File: src/rtl/conv_layer_sched.sv
// Tile sequencer for one conv output tile: per-channel parameter fetch, row-group
// window streaming, PE drain, then OFM send handshake.
//
// state  | meaning
// IDLE   | waiting for i_start
// LOAD   | param RAM read issued for ic_cnt
// WAIT   | RAM latency, capture word on exit
// LATCH  | o_params_valid strobe to conv
// STREAM | window beats accepted, col_cnt counts
// ROWEND | row group complete, pick next group/channel
// DRAIN  | let PE pipeline and sum regs empty
// SEND   | o_send_flg strobe
// TXWAIT | wait for last AXIS beat
// DONE   | o_done strobe
module conv_layer_sched #(
  parameter int IMG_W      = 48,
  parameter int ROW_GROUPS = 16,
  parameter int NUM_IC     = 32,
  parameter int DRAIN_CYC  = 4
) (
  input  logic        clk,
  input  logic        rst,
  input  logic        i_start,
  output logic        o_busy,
  output logic        o_done,
  output logic        o_err,
  output logic        o_param_rd,
  output logic [5:0]  o_param_addr,
  input  logic [79:0] i_param_q,
  output logic [79:0] o_params,
  output logic        o_params_valid,
  output logic [5:0]  o_current_ic,
  output logic        o_win_req,
  input  logic        i_win_valid,
  output logic        o_row_done,
  output logic        o_send_flg,
  input  logic        i_tx_last
);

  localparam int CW = $clog2(IMG_W + 1);
  localparam int RW = $clog2(ROW_GROUPS + 1);
  localparam int DW = $clog2(DRAIN_CYC + 1);

  localparam logic [CW-1:0] COL_LAST   = CW'(IMG_W - 1);
  localparam logic [RW-1:0] ROW_LAST   = RW'(ROW_GROUPS - 1);
  localparam logic [5:0]    IC_LAST    = 6'(NUM_IC - 1);
  localparam logic [DW-1:0] DRAIN_LAST = DW'(DRAIN_CYC - 1);

  typedef enum logic [3:0] {
    S_IDLE, S_LOAD, S_WAIT, S_LATCH, S_STREAM,
    S_ROWEND, S_DRAIN, S_SEND, S_TXWAIT, S_DONE
  } state_t;

  state_t        state;
  logic [CW-1:0] col_cnt;
  logic [RW-1:0] row_cnt;
  logic [5:0]    ic_cnt;
  logic [DW-1:0] drain_cnt;

  always_ff @(posedge clk) begin
    if (rst) begin
      state          <= S_IDLE;
      col_cnt        <= '0;
      row_cnt        <= '0;
      ic_cnt         <= '0;
      drain_cnt      <= '0;
      o_busy         <= 1'b0;
      o_done         <= 1'b0;
      o_err          <= 1'b0;
      o_param_rd     <= 1'b0;
      o_param_addr   <= '0;
      o_params       <= '0;
      o_params_valid <= 1'b0;
      o_current_ic   <= '0;
      o_win_req      <= 1'b0;
      o_row_done     <= 1'b0;
      o_send_flg     <= 1'b0;
    end else begin
      o_param_rd     <= 1'b0;
      o_params_valid <= 1'b0;
      o_row_done     <= 1'b0;
      o_send_flg     <= 1'b0;
      o_done         <= 1'b0;

      case (state)
        S_IDLE: begin
          if (i_start) begin
            state        <= S_LOAD;
            o_busy       <= 1'b1;
            o_err        <= 1'b0;
            o_param_rd   <= 1'b1;
            o_param_addr <= '0;
            o_current_ic <= '0;
            ic_cnt       <= '0;
            row_cnt      <= '0;
            col_cnt      <= '0;
            drain_cnt    <= '0;
          end
        end
        S_LOAD: state <= S_WAIT;
        S_WAIT: begin
          o_params       <= i_param_q;
          o_params_valid <= 1'b1;
          state          <= S_LATCH;
        end
        S_LATCH: begin
          o_win_req <= 1'b1;
          state     <= S_STREAM;
        end
        S_STREAM: begin
          if (i_win_valid) begin
            if (col_cnt == COL_LAST) begin
              col_cnt    <= '0;
              o_win_req  <= 1'b0;
              o_row_done <= 1'b1;
              state      <= S_ROWEND;
            end else begin
              col_cnt <= col_cnt + CW'(1);
            end
          end
        end
        S_ROWEND: begin
          if (row_cnt != ROW_LAST) begin
            row_cnt   <= row_cnt + RW'(1);
            o_win_req <= 1'b1;
            state     <= S_STREAM;
          end else begin
            row_cnt <= '0;
            if (ic_cnt != IC_LAST) begin
              ic_cnt       <= ic_cnt + 6'd1;
              o_param_addr <= ic_cnt + 6'd1;
              o_current_ic <= ic_cnt + 6'd1;
              o_param_rd   <= 1'b1;
              state        <= S_LOAD;
            end else begin
              state <= S_DRAIN;
            end
          end
        end
        S_DRAIN: begin
          if (drain_cnt == DRAIN_LAST) begin
            drain_cnt  <= '0;
            o_send_flg <= 1'b1;
            state      <= S_SEND;
          end else begin
            drain_cnt <= drain_cnt + DW'(1);
          end
        end
        S_SEND: state <= S_TXWAIT;
        S_TXWAIT: begin
          if (i_tx_last) begin
            o_done <= 1'b1;
            state  <= S_DONE;
          end
        end
        S_DONE: begin
          o_busy <= 1'b0;
          state  <= S_IDLE;
        end
        default: state <= S_IDLE;
      endcase

      // A stray beat is an error even in the cycle a new tile is accepted
      if (i_win_valid && state != S_STREAM) o_err <= 1'b1;
    end
  end

endmodule

File: config.mk
export PLATFORM = sky130hd
export DESIGN_NAME = conv_layer_sched
export DESIGN_NICKNAME = d
export VERILOG_FILES = /design/src/rtl/conv_layer_sched.sv
export SDC_FILE = /design/constraint.sdc
export NUM_CORES = 1
export LEC_CHECK = 0
export ABC_CLOCK_PERIOD_IN_PS = 4320
export BUFFER_PORTS_ARGS = -buffer_cell sky130_fd_sc_hd__buf_2
export CAP_MARGIN = 15
export CORE_MARGIN = 2
export CORE_UTILIZATION = 50
export CTS_CLUSTER_DIAMETER = 40
export DETAILED_ROUTE_END_ITERATION = 8
export GPL_ROUTABILITY_DRIVEN = 0
export HOLD_SLACK_MARGIN = 0.15
export PLACE_DENSITY = 0.91
export SLEW_MARGIN = 30
export SYNTH_ARGS = -nofsm -noshare
export SYNTH_HDL_FRONTEND = slang
export SYNTH_SLANG_ARGS = --single-unit
File: constraint.sdc
create_clock -name clk -period 4.32 [get_ports clk]
set_input_delay 0.864 -clock clk [delete_from_list [all_inputs] [get_ports clk]]
set_output_delay 0.864 -clock clk [all_outputs]
set_load 0.03 [all_outputs]
Word level (Yosys, flattened, before mapping)
Index checks and enable logic that the tools add are counted.
{ "classes": {"addsub": 4, "n_eq_ne": 22, "mux": 38, "n_bitwise": 4, "n_reduce_logical": 20} }
{ "ops": {"columns": ["cell", "n"], "rows": [
  ["$pmux 4 s9", 1],
  ["$mux 6", 5],
  ["$pmux 6 s2", 2],
  ["$mux 4", 5],
  ["$eq 4x3->1 const B", 4],
  ["$ne 2x2->1 const B", 8],
  ["$mux 1", 14],
  ["$add 6x1->6 const B", 2],
  ["$mux 3", 4],
  ["$reduce_bool 2->1", 6],
  ["$mux 5", 2],
  ["$pmux 5 s2", 1],
  ["$eq 4x2->1 const B", 2],
  ["$eq 4x4->1 const B", 2],
  ["$reduce_and 2->1", 4],
  ["$reduce_and 4->1", 2],
  ["$eq 6x6->1 const B", 1],
  ["$ne 6x5->1 const B", 1],
  ["$pmux 3 s2", 1],
  ["$add 5x1->5 const B", 1],
  ["$ne 5x4->1 const B", 1],
  ["$reduce_and 5->1", 1],
  ["$eq 4x1->1 const B", 1],
  ["$logic_not 4->1", 1],
  ["other kinds (11)", 16]
]} }
{ "totals": {"register_bits": 112, "input_bits": 85, "output_inout_bits": 100, "elab_cells": 102} }

Logic depth before layout (Yosys ltp)
{ "logic_depth": {"ltp_word": 4, "ltp_mapped": 6, "ltp_nobuf": 5} }

Least setup slack after synthesis
OpenSTA, ideal clock, no wires.
{ "synth_timing": {"path_type": "register to register", "startpoint": "register row_cnt[0]", "endpoint": "register ic_cnt[3]", "setup_ns": 0.070, "arrival_ns": 1.603, "t_required_ns": 4.250, "setup_slack_ns": 2.646, "stages_incl_launch_ff": 7, "path_buffers": 1, "synth_period_minus_slack_ns": 1.674, "path_cell_list": "dfxtp_1 ha_1 and4b_1 buf_2 o211ai_4 or4_1 a21oi_1"} }
{ "synth_between": {"elab_chain_cells": 3} }
{ "synth_lines": {"columns": ["item", "line", "rtl"], "rows": [
  ["start: declaration", "56", "logic [RW-1:0] row_cnt;"],
  ["start signal: assignment", "124", "row_cnt <= row_cnt + RW'(1);"],
  ["$ne 5x4->1", "123", "if (row_cnt != ROW_LAST) begin"],
  ["$ne 2x2->1 (no line)", null, null],
  ["$reduce_and 4->1 (no line)", null, null],
  ["end signal: assignment", "130", "ic_cnt <= ic_cnt + 6'd1;"],
  ["end: declaration", "57", "logic [5:0] ic_cnt;"]
]} }
No other way between the ends.
A chain may end at the register's enable or synchronous reset.

Worst setup path after layout
{ "layout_timing": {"startpoint": "register state[1]", "endpoint": "register o_params[7]"} }
{ "layout_between": {"elab_chain_cells": 1} }
{ "layout_lines": {"columns": ["item", "line", "rtl"], "rows": [
  ["start: declaration", "54", "state_t state;"],
  ["start signal: assignment", "62", "state <= S_IDLE;"],
  ["start signal: assignment", "88", "state <= S_LOAD;"],
  ["start signal: assignment", "100", "S_LOAD: state <= S_WAIT;"],
  ["$eq 4x2->1", "85", "case (state)"],
  ["end signal: assignment", "102", "o_params <= i_param_q;"],
  ["end: declaration", "30", "output logic [79:0] o_params,"]
]} }
No other way between the ends.

==> reports/results.tsv <==
stage	metric	value	unit
sta	rsz0062_at_grt	no	
drt	ant_nets	0	
synth	ys_seq_area_share	52.3	%
sta	clock.fmax	0.426	GHz
critical_path	critPathBufInv	1	
layout	synthToLayoutAreaGrowth	25.9	%
synth	ys.flop_type	dfxtp_1	
layout	fillers	735	
cts	insertion_delay	0.36	ns
cts	clock_sinks	112	
sta	skew	0.0119	ns
critical_path	critPathArrivalTime	2.56	ns
drt	route.detailed.drc	0	
synth	yosysUniqueCellTypes	43	
synth	postSynth.asyncResetShare	0	%
floorplan	die_x	96.6	um
cts	clk_pin_slew	0.10	ns
synth	synth-adder-area-share	1.17	%
synth	yosys-top-cells-count	nand2_1, dfxtp_1, a21oi_1	
global_route	grt_pass1_vias	3919	
critical_path	critPathKind	reg2reg	
critical_path	crit_path_top_delay_cell	or3_2	
cts	cts_tree	built	
power_and_ir_drop	p_leak	2.36	nW
critical_path	r2r_setup_slack	1.98	ns
critical_path	crit_path_end_kind	register	
drt	dr.pass1.iters	4	
critical_path	crit_chain	nand2b_1 -> or3_2 -> buf_4 -> nand2_1 -> a21oi_1	
status	outcome	finished, final reports clean	
place	hpwlAfterDp	7550	um
synth	post-synth-top-count-cell	nand2_1	
cts	htreeDepth	3	
synth	syn_area	4290	um^2
global_route	grt_usage	21.9	%
power_and_ir_drop	peakVddDrop	0.000221	V
cts	numCtsBuffers	9	
floorplan	die_height	96.6	um
min_path	hold_class	reg2reg	
cts	cts-root-buf	clkbuf_8	
drt	vias	4184	
synth	synth_top_family_by_area	simple AND/OR/NAND/NOR gates	
synth	postSynthNetCount	617	
critical_path	startpoint_type	register	
synth	synth_top_area_share	52.3	%
min_path	hold_path_depth	2	
synth	synth-edff-count	0	
global_route	grt_max_degree	106	
critical_path	crit_family	simple AND/OR/NAND/NOR gates	
drt	drt-total-wl	10600	um
cts	cts_resized	0	
critical_path	worstPathMaxFanout	49	
place	place.port_buffers	184	
layout	insertedDiodeCount	0	
sta	finalSetupViolCount	0	
synth	ys_ff_latch	112	
synth	yosys-top-cells-area	dfxtp_1, nand2_1, a21oi_1	
floorplan	core	8260	um^2
sta	timing.final.crit_period	2.34	ns
sta	final_max_slew_viol_count	0	
min_path	min-delay-start	o_params[37]$_SDFFE_PP0P_	
critical_path	crit_required	4.54	ns
layout	regArea	2240	um^2
floorplan	die_area	9340	um^2
cts	postCtsSetupBuffers	0	
drt	wl_per_cell	13.3	um
critical_path	crit_path_max_incr_delay	0.74	ns
global_route	overflow	0	
cts	postCtsHoldBufs	0	
power_and_ir_drop	power_density	403	nW/um^2
run	drv_cap	0	
sta	final_hold_viol_count	0	
critical_path	reg2reg_depth	5	
synth	synth_area_per_cell	8.12	um^2
drt	drt_iter0_drc	197	
sta	fin_setup_tns	0	ns
global_route	grt_pass1_wl	17300	um
drt	via_per_inst	5.26	
layout	nNetsFinal	775	
critical_path	r2r_start	state[1]$_SDFFE_PP0P_	
global_route	antenna_found_initial	0	
cts	cts_max_path_buffers	2	
floorplan	io_pins	185	
floorplan	core.rowCount	33	
sta	timing.hold.ws	0.454	ns
layout	drive_gt1_share	30.0	%
synth	synth_compound_area_share	15.6	%
synth	synthXorXnorAreaFrac	1.23	%
min_path	hold_end	o_params[37]$_SDFFE_PP0P_	
synth	yosysWarnings	0	
critical_path	r2r-end	o_params[7]$_SDFFE_PP0P_	
synth	synth_area_leader_cell	dfxtp_1	
layout	multi_input_comb_area	1860	um^2
floorplan	initial_core_util	51.9	%
sta	slew_headroom	49.1	%
sta	timing.final.crit_share	54.3	%
synth	synthMuxAreaShare	0.467	%
synth	synth_cells	528	
synth	synth_simple_gate_area_share	24.6	%
sta	tightest_slew	0.764	ns
[logic make-up (layout without fill, tap and decap cells)]
family / Yosys count / after routing
buffers and inverters: 46 / 209
XOR/XNOR: 6 / 6
AND/OR/NAND/NOR: 237 / 237
AO/OA/AOI/OAI: 121 / 121
adder cells (fa/ha/maj): 4 / 4
flip-flops: 112 / 112
multiplexers: 2 / 2
[routing by layer]
layer | track usage, % | vias to the layer above | share of wire (%) | wire length [um]
met3 | 5.27 | 24 | 7.6 | 799
met5 | 0 | - | 0 | 0
met4 | 10.5 | 0 | 2.8 | 301
met1 | 26.1 | 1900 | 41 | 4360
li1 | - | 2083 | - | -
met2 | 37.2 | 177 | 48 | 5110
[worst max-delay path by stage]
stage	from	end	slack, ns	depth (start not counted)
after detailed placement	state[1]$_SDFFE_PP0P_	o_params[7]$_SDFFE_PP0P_	2.02	5
after CTS	state[1]$_SDFFE_PP0P_	o_params[7]$_SDFFE_PP0P_	1.98	5
after floorplan	row_cnt[0]$_SDFFE_PP0P_	ic_cnt[3]$_SDFFE_PP0P_	2.65	6
final	state[1]$_SDFFE_PP0P_	o_params[7]$_SDFFE_PP0P_	1.98	5
after global routing	state[0]$_SDFFE_PP0P_	o_params[7]$_SDFFE_PP0P_	1.75	5
after global placement	state[1]$_SDFFE_PP0P_	o_params[0]$_SDFFE_PP0P_	2.12	5
[metrics by stage]
step	std cells	utilization [%]	power, mW	setup slack, ns	area (um^2)
3_5_place_dp	780	62.9	1.58	2.02	5200
3_3_place_gp	780	62.9	1.56	2.12	5200
5_1_grt	796	65.4	2.28	1.75	5400
6_report	796	65.4	2.17	1.98	5400
4_1_cts	796	65.3	2.19	1.98	5400
2_1_floorplan	528	-	1.44	2.65	4290
[layout make-up]
type	instances	area share, %
Sequential cell	112	41.5
Multi-Input combinational cell	370	34.4
Timing Repair Buffer	187	17.6
Clock buffer	11	2.62
Tap cell	105	2.43
Clock inverter	5	1.04
Inverter	6	0.417
[where the power goes]
group / internal, mW / switching [mW] / total [mW]
combinational: 0.128 / 0.286 / 0.414
sequential: 1.10 / 0.0429 / 1.14
clock: 0.284 / 0.337 / 0.621
[cell usage in the layout, fill, tap and decap left out, types with 2 or more instances in the layout]
cell / netlist / final
nor3_1: 6 / 6
o2111ai_1: 2 / 2
or3_1: 3 / 2
ha_1: 4 / 4
nand2b_1: 7 / 7
nor3b_1: 2 / 2
a32oi_1: 2 / 2
nand4_1: 2 / 2
inv_1: 6 / 6
mux2i_1: 2 / 2
nand2_1: 168 / 168
a211oi_1: 2 / 2
and4b_1: 3 / 3
clkinv_2: 0 / 2
dfxtp_1: 112 / 112
nor2_1: 20 / 20
or4_1: 2 / 2
a21oi_1: 97 / 97
nand4b_1: 2 / 2
nand4bb_1: 2 / 2
a31oi_1: 3 / 3
buf_4: 6 / 3
o21ai_0: 4 / 4
o31ai_1: 5 / 5
nand3_1: 9 / 9
nor4_1: 3 / 3
clkbuf_8: 0 / 10
buf_2: 3 / 183
a21o_1: 2 / 2
xnor2_1: 5 / 5
[registers in the layout (all words and copies together) (netlist names), 3 cells and up]
name	count
row_cnt	5
ic_cnt	6
drain_cnt	3
o_params	80
state	4
col_cnt	6
[worst reg2reg max path, cell delays in order, from the launching register on]
cell and delay (ns):
dfxtp_1 0.61, nand2b_1 0.22, or3_2 0.74, buf_4 0.40
nand2_1 0.15, a21oi_1 0.08
Power figures use the tool's default switching activity.
